$ cat src/rtl/sync_fifo_pkg.sv
// sync_fifo_pkg
//   Shared definitions for the sync_fifo_flags FIFO:
//   - DEF_N / DEF_M   default address / data widths
//   - fifo_status_t   bundle of the status flags driven by the FIFO
//   - ptr_t()         pointer difference reduced modulo 2**bits. Used for
//                     occupancy from the two (N+1)-bit pointers.
package sync_fifo_pkg;

   localparam int DEF_N = 3;
   localparam int DEF_M = 8;

   typedef struct packed {
      logic empty;
      logic full;
      logic almost_empty;
      logic almost_full;
      logic overflow;
      logic underflow;
   } fifo_status_t;

   // (a - b) mod 2**bits. Callers zero-extend to 32 bits and truncate the
   // result back to their own pointer width. bits == 32 gives an all-ones mask.
   function automatic logic [31:0] ptr_t(input logic [31:0] a,
                                         input logic [31:0] b,
                                         input int unsigned bits);
      logic [31:0] mask;
      mask = (32'd1 << bits) - 32'd1;
      return (a - b) & mask;
   endfunction

endpackage

$ cat src/rtl/fifo_ram.sv
// fifo_ram
//   2**N x M storage for sync_fifo_flags. One synchronous write port and one
//   asynchronous read port. The storage has no reset.
//   Ports:
//     clk    clock, rising edge
//     we     write enable
//     waddr  write address (N bits)
//     wd     write data (M bits)
//     raddr  read address (N bits)
//     rd     read data, combinational from raddr
module fifo_ram #(
   parameter int N = 3,
   parameter int M = 8
) (
   input  logic         clk,
   input  logic         we,
   input  logic [N-1:0] waddr,
   input  logic [M-1:0] wd,
   input  logic [N-1:0] raddr,
   output logic [M-1:0] rd
);

   logic [M-1:0] mem [2**N];

   always_ff @(posedge clk) begin
      if (we) mem[waddr] <= wd;
   end

   assign rd = mem[raddr];

endmodule

$ cat src/rtl/sync_fifo_flags.sv
// sync_fifo_flags
//   Single-clock FIFO, 2**N words of M bits. Outputs an occupancy count,
//   programmable almost-full/almost-empty flags, and sticky overflow/underflow
//   error flags.
//   Optional macro SYNC_FIFO_FWFT_EN selects first-word fall-through.
//     Defined:   rd shows the head word combinationally while the FIFO is
//                not empty. When empty, rd holds the last popped word.
//     Undefined: rd is registered and loads the head word on each accepted
//                read.
//   Ports:
//     clk          clock, rising edge
//     reset        asynchronous, active-high reset
//     we / wd      write request / data
//     re           read request (acts as a pop in FWFT mode)
//     err_clr      synchronous clear of overflow/underflow (a set on the same
//                  edge takes priority)
//     rd           read data
//     empty, full, almost_empty (count <= AE_LVL), almost_full (count >= AF_LVL)
//     count        words stored, 0..2**N
//     overflow     sticky: a write was refused
//     underflow    sticky: a read was refused
module sync_fifo_flags
   import sync_fifo_pkg::*;
#(
   parameter int N      = DEF_N,
   parameter int M      = DEF_M,
   parameter int AF_LVL = 2**N - 1,
   parameter int AE_LVL = 1
) (
   input  logic         clk,
   input  logic         reset,
   input  logic         we,
   input  logic [M-1:0] wd,
   input  logic         re,
   input  logic         err_clr,
   output logic [M-1:0] rd,
   output logic         empty,
   output logic         full,
   output logic         almost_empty,
   output logic         almost_full,
   output logic [N:0]   count,
   output logic         overflow,
   output logic         underflow
);

   generate
      if (N < 1 || M < 1 || AF_LVL < 1 || AF_LVL > 2**N ||
          AE_LVL < 0 || AE_LVL > 2**N - 1) begin : g_bad_param
         $error("sync_fifo_flags: illegal parameter set");
      end
   endgenerate

   localparam logic [N:0] AF_V = (N+1)'(AF_LVL);
   localparam logic [N:0] AE_V = (N+1)'(AE_LVL);

   // The pointers carry one extra wrap bit, so full and empty can be told
   // apart while both keep the same memory index.
   logic [N:0]   w_ptr, r_ptr;
   logic [N:0]   cnt;
   logic         wa, ra;
   logic [M-1:0] ram_rd;
   logic [M-1:0] rd_q;
   logic         ovf_q, unf_q;
   fifo_status_t st;

   assign cnt = (N+1)'(ptr_t(32'(w_ptr), 32'(r_ptr), N + 1));

   // Status comes only from registered state. No path from we/re.
   always_comb begin
      st              = '0;
      st.empty        = (w_ptr == r_ptr);
      st.full         = (w_ptr[N-1:0] == r_ptr[N-1:0]) && (w_ptr[N] != r_ptr[N]);
      st.almost_empty = (cnt <= AE_V);
      st.almost_full  = (cnt >= AF_V);
      st.overflow     = ovf_q;
      st.underflow    = unf_q;
   end

   // A write to a full FIFO is accepted when a read frees a slot on the same
   // edge. The read returns the old word, because the RAM write takes effect
   // after the edge.
   assign ra = re && !st.empty;
   assign wa = we && (!st.full || ra);

   always_ff @(posedge clk or posedge reset) begin
      if (reset) begin
         w_ptr <= '0;
         r_ptr <= '0;
      end else begin
         if (wa) w_ptr <= w_ptr + 1'b1;
         if (ra) r_ptr <= r_ptr + 1'b1;
      end
   end

   // Sticky error flags. A set event wins over err_clr on the same edge.
   always_ff @(posedge clk or posedge reset) begin
      if (reset) begin
         ovf_q <= 1'b0;
         unf_q <= 1'b0;
      end else begin
         if (we && !wa)   ovf_q <= 1'b1;
         else if (err_clr) ovf_q <= 1'b0;
         if (re && !ra)   unf_q <= 1'b1;
         else if (err_clr) unf_q <= 1'b0;
      end
   end

   // rd_q holds the word popped by the last accepted read. In standard mode it
   // is the read data. In FWFT mode it is shown only while the FIFO is empty.
   always_ff @(posedge clk or posedge reset) begin
      if (reset)   rd_q <= '0;
      else if (ra) rd_q <= ram_rd;
   end

   fifo_ram #(.N(N), .M(M)) u_ram (
      .clk   (clk),
      .we    (wa),
      .waddr (w_ptr[N-1:0]),
      .wd    (wd),
      .raddr (r_ptr[N-1:0]),
      .rd    (ram_rd)
   );

`ifdef SYNC_FIFO_FWFT_EN
   assign rd = st.empty ? rd_q : ram_rd;
`else
   assign rd = rd_q;
`endif

   assign empty        = st.empty;
   assign full         = st.full;
   assign almost_empty = st.almost_empty;
   assign almost_full  = st.almost_full;
   assign overflow     = st.overflow;
   assign underflow    = st.underflow;
   assign count        = cnt;

endmodule

$ cat config.mk
export PLATFORM = sky130hd
export DESIGN_NAME = sync_fifo_flags
export DESIGN_NICKNAME = d
export VERILOG_FILES = /design/src/rtl/sync_fifo_pkg.sv /design/src/rtl/fifo_ram.sv /design/src/rtl/sync_fifo_flags.sv
export SDC_FILE = /design/constraint.sdc
export NUM_CORES = 1
export LEC_CHECK = 0
export CAP_MARGIN = 10
export CORE_MARGIN = 10
export CORE_UTILIZATION = 60
export DETAILED_ROUTE_END_ITERATION = 10
export PLACE_DENSITY = 0.91
export REMOVE_ABC_BUFFERS = 1
export SLEW_MARGIN = 20
export SYNTH_ARGS = -nofsm -noshare
export SYNTH_HDL_FRONTEND = slang
export SYNTH_SLANG_ARGS = --single-unit
$ cat constraint.sdc
create_clock -name clk -period 4.01 [get_ports clk]
set_input_delay 0.6015 -clock clk [delete_from_list [all_inputs] [get_ports clk]]
set_output_delay 0.6015 -clock clk [all_outputs]
set_load 0.1 [all_outputs]
; ---- Word-level counts from Yosys, hierarchy flattened
; Memories as Yosys holds them, arrays and structs flattened. A register that Yosys moved wholly into a read port is not among the register bits.
; Index checks and enable logic that the tools add are counted.
[word_totals]
regBits = 10
mem_bits_rw = 64
out_inout_bits = 18
elab_cells = 30
mem_count = 1
[mem_list]
columns = memory, words, word_bits, rd, rd_ports_with_merged_regs, wr, line_no
row1 = u_ram.mem, 8, 8, 1, 1, 1, fifo_ram.sv:23  ; logic [M-1:0] mem [2**N];
[classes]
n_addsub = 3
order_cmp = 2
n_eq_ne = 3
mux = 5
reduce_logical = 12
[ops]
columns = op, n
row1 = $add A4 B1 Y4 const B, 2
row2 = $logic_and A1 B1 Y1, 5
row3 = $mux W1, 5
row4 = $eq A4 B4 Y1, 1
row5 = $ge A4 B3 Y1 const B, 1
row6 = $le A4 B1 Y1 const B, 1
row7 = $logic_not A1 Y1, 4
row8 = $reduce_bool A2 Y1, 2
row9 = $sub A4 B4 Y4, 1
row10 = $eq A3 B3 Y1, 1
row11 = $logic_or A1 B1 Y1, 1
row12 = $ne A1 B1 Y1, 1

; ---- Depth between registers and ports, before layout
[depth]
ltp_word = 8
ltp_mapped = 7

; ---- Cells and area by module
; From an unflattened synthesis, not the netlist that was laid out.
[hier_totals]
hier_cells = 181
hier_area_um2 = 3462.1
[modules_own_cells]
columns = module, instances, cells_per_inst, area_per_inst_um2
row1 = fifo_ram, 1, 106, 2531.2
row2 = sync_fifo_flags, 1, 75, 930.9

; ---- Worst setup path after synthesis
; OpenSTA, ideal clock, no wires.
[synth_timing]
path_type = reg-to-output
startpoint = reg w_ptr[0]
endpoint = out almost_empty
arrival_time_ns = 3.988
setup_slack_ns = -0.580
stages_incl_launch_ff = 7
path_buffers = 0
cell_sequence = dfrtp_1 > inv_1 > ha_1 > fa_1 > xor2_1 > inv_1 > a211oi_1
[synth_via]
elab_chain_cells = 2
[synth_rtl]
columns = element, line_no
row1 = from (decl), sync_fifo_flags.sv:58  ; logic [N:0] w_ptr, r_ptr;
row2 = from (signal assigned), sync_fifo_flags.sv:90  ; if (wa) w_ptr <= w_ptr + 1'b1;
row3 = $sub A4 B4 Y4, sync_fifo_pkg.sv:28  ; return (a - b) & mask;
row4 = via count[2], sync_fifo_flags.sv:41  ; output logic [N:0] count,
row5 = $le A4 B1 Y1, sync_fifo_flags.sv:73  ; st.almost_empty = (cnt <= AE_V);
row6 = to (decl), sync_fifo_flags.sv:39  ; output logic almost_empty,
; The timed path passes the listed nets, and every way through them passes these cells.

; ---- Final worst setup path
[layout_timing]
startpoint = reg r_ptr[1]
endpoint = out almost_empty
[layout_via]
elab_chain_cells = 2
[layout_rtl]
columns = element, line_no
row1 = from (decl), sync_fifo_flags.sv:58
row2 = from (signal assigned), sync_fifo_flags.sv:91  ; if (ra) r_ptr <= r_ptr + 1'b1;
row3 = $sub A4 B4 Y4, sync_fifo_pkg.sv:28
row4 = $le A4 B1 Y1, sync_fifo_flags.sv:73
; Every way passes these cells.

==> impl_metrics.tcl <==
set metrics [dict create \
    status "complete, no violations" \
    relSlewSlack 0.343 \
    cp-start-kind "flip-flop" \
    finClkSkew_ns 0.00994 \
    grt_pass1_vias 2028 \
    path_class "reg -> out" \
    final_common_cell "edfxtp_1" \
    htreeDepth 3 \
    synth-seq-cells 82 \
    grt_pass1_wl_um 10800 \
    cts_resized 0 \
    n_antenna_cell 0 \
    cts_sinks 82 \
    port_buffers 30 \
    dieWidth_um 95.2 \
    pre_cts_ws_ns 1.42 \
    syn-instance-count 221 \
    dp_cells 323 \
    vias_per_cell 5.82 \
    crit_arrival_ns 2.35 \
    yosysUniqueCellTypes 30 \
    reg2reg_depth 6 \
    hold_depth 2 \
    cts-root-buf "clkbuf_8" \
    dr.pass1.iters 4 \
    layoutNonFillerInstCount 339 \
    grt_max_degree 36 \
    min_period_over_period 0.737 \
    die_h_um 95.2 \
    grt-ovfl-total 0 \
    post_cts.repair.setup_buffers 0 \
    avgRoutedWirePerCell_um 20.2 \
    wirelength_um 6840 \
    min_period_ns 2.95 \
    r2r_setup_slack_ns 1.53 \
    crit_fanout 8 \
    nNetsFinal 281 \
    timing.hold.ws_ns 0.488 \
    synthToLayoutAreaGrowth_pct 17.1 \
    setup_viol 0 \
    syn_avg_cell_area_sq_um 15.4 \
    hold_viol 0 \
    max_cap_violations 0 \
    max-clock-path-buffers 2 \
    antenna_found_initial 0 \
    io_pins 31 \
    cts_made_buffers 9 \
    worstMarginPinSlew_ns 0.982 \
    gp_congestion 0.745 \
    cts_tree "built" \
    critPathRequiredTime_ns 3.41 \
    fmax_ghz 0.339 \
    rr_startpoint "r_ptr[1]$_DFFE_PP0P_" \
    seq_area_sq_um 2370 \
    ant_nets 0 \
    grt.total_usage 0.162 \
    core_area_sq_um 5510 \
    hp-class "reg -> reg" \
    min-delay-start "rd[3]$_DFFE_PP0P_" \
    tns_ns 0 \
    setup_slack_ns 1.06 \
    vias 1972 \
    rsz0062_at_grt "no" \
    insertion_delay_ns 0.35 \
    die_area_sq_um 9070 \
    start_util 0.616 \
    layout_common_cells "edfxtp_1 (64), clkdlybuf4s50_1 (22), dfrtp_1 (18), mux2_2 (16), mux2i_1 (16)" \
    synth_warnings 0 \
    multi_input_area_sq_um 936 \
    cts-hold-fix-buffers 0 \
    path_clk_slew_ns 0.07 \
    final_layout_size_suffix_gt1_frac 0.184 \
    yosysSeqAreaShare 0.699 \
    whs_endpoint "rd[3]$_DFFE_PP0P_" \
    reg2reg_to "u_ram.mem[3][4]$_DFFE_PP_" \
    syn_area_sq_um 3390 \
    drv_slew 0 \
    fillers 350 \
    dpl.hpwl_um 4540 \
    drc 0 \
    endpoint_kind "output pin" \
    rows 27 \
    drt_iter0_drc 189 \
]
## Yosys cell counts
cell type | instances | area, sq um
a211oi_1 | 1 | 7.51
a21o_1 | 1 | 7.51
a22oi_1 | 8 | 60.1
a32o_1 | 1 | 10.0
and2_1 | 1 | 6.26
buf_1 | 1 | 3.75
buf_2 | 3 | 15.0
buf_4 | 3 | 22.5
dfrtp_1 | 18 | 450
edfxtp_1 | 64 | 1920
fa_1 | 1 | 20.0
ha_1 | 5 | 62.6
inv_1 | 12 | 45.0
mux2_2 | 16 | 180
mux2_4 | 2 | 30.0
mux2i_1 | 16 | 160
nand2_1 | 13 | 48.8
nand2_2 | 1 | 6.26
nand3_1 | 7 | 35.0
nor2_1 | 8 | 30.0
nor2b_1 | 2 | 12.5
nor3_1 | 5 | 25.0
nor4_1 | 1 | 6.26
o21ai_0 | 9 | 45.0
o21ai_1 | 3 | 15.0
o221ai_1 | 8 | 70.1
o31ai_2 | 1 | 12.5
or3_1 | 1 | 6.26
xnor2_1 | 5 | 43.8
xor2_1 | 4 | 35.0
## per-stage QoR
stage	utilization	cell area [sq um]
2_1_floorplan	-	3350
3_3_place_gp	0.690	3800
3_5_place_dp	0.690	3800
4_1_cts	0.722	3980
5_1_grt	0.722	3980
6_report	0.722	3980
## how the worst max path moves through the flow
stage,cells past startpoint,from,end
floorplan,5,r_ptr[0]$_DFFE_PP0P_,almost_empty
global placement,4,we,u_ram.mem[3][2]$_DFFE_PP_
detailed placement,4,we,u_ram.mem[3][3]$_DFFE_PP_
CTS,7,r_ptr[1]$_DFFE_PP0P_,almost_empty
global route,7,r_ptr[1]$_DFFE_PP0P_,almost_empty
finish,7,r_ptr[1]$_DFFE_PP0P_,almost_empty
## area by class of cell
type	instances	area share
Tap cell	72	0.0227
Clock buffer	12	0.0365
Sequential cell	82	0.597
Clock inverter	4	0.00755
Timing Repair Buffer	37	0.0900
Multi-Input combinational cell	120	0.235
Inverter	12	0.0113
## cell families (layout without fill, tap and decap cells)
kind of cell	after synthesis	in the layout	share of synthesized area
muxes	34	34	0.109
adders and majority gates	6	6	0.0243
DFF	82	82	0.699
buffers and inverters	19	65	0.0254
and+or+nand+nor	39	39	0.0520
AOI/OAI and AO/OA	32	32	0.0671
xor gates and xnor gates	9	9	0.0232
## worst max-delay path: stages, from the launching register on
cell	delay, ns
dfrtp_1	0.49
inv_1	0.10
ha_1	0.31
nor2b_1	0.13
o21ai_0	0.20
nand3_1	0.15
a211oi_1	0.41
buf_12	0.23
## flip-flops by register name (all words and copies together), names as in the netlist
name,cells
rd,8
r_ptr,4
u_ram.mem,64
w_ptr,4
overflow,1
underflow,1
## per-layer routing
layer / global-route usage / part of all wire / vias up
met4: 0.0574 / 0.0026 / 0
met3: 0.0526 / 0.079 / 2
met2: 0.264 / 0.52 / 66
li1: - / - / 921
met5: 0 / 0 / -
met1: 0.197 / 0.39 / 983
Power is not shown: default switching activity piles up to over one toggle a cycle in this logic, so the estimate is an artifact.
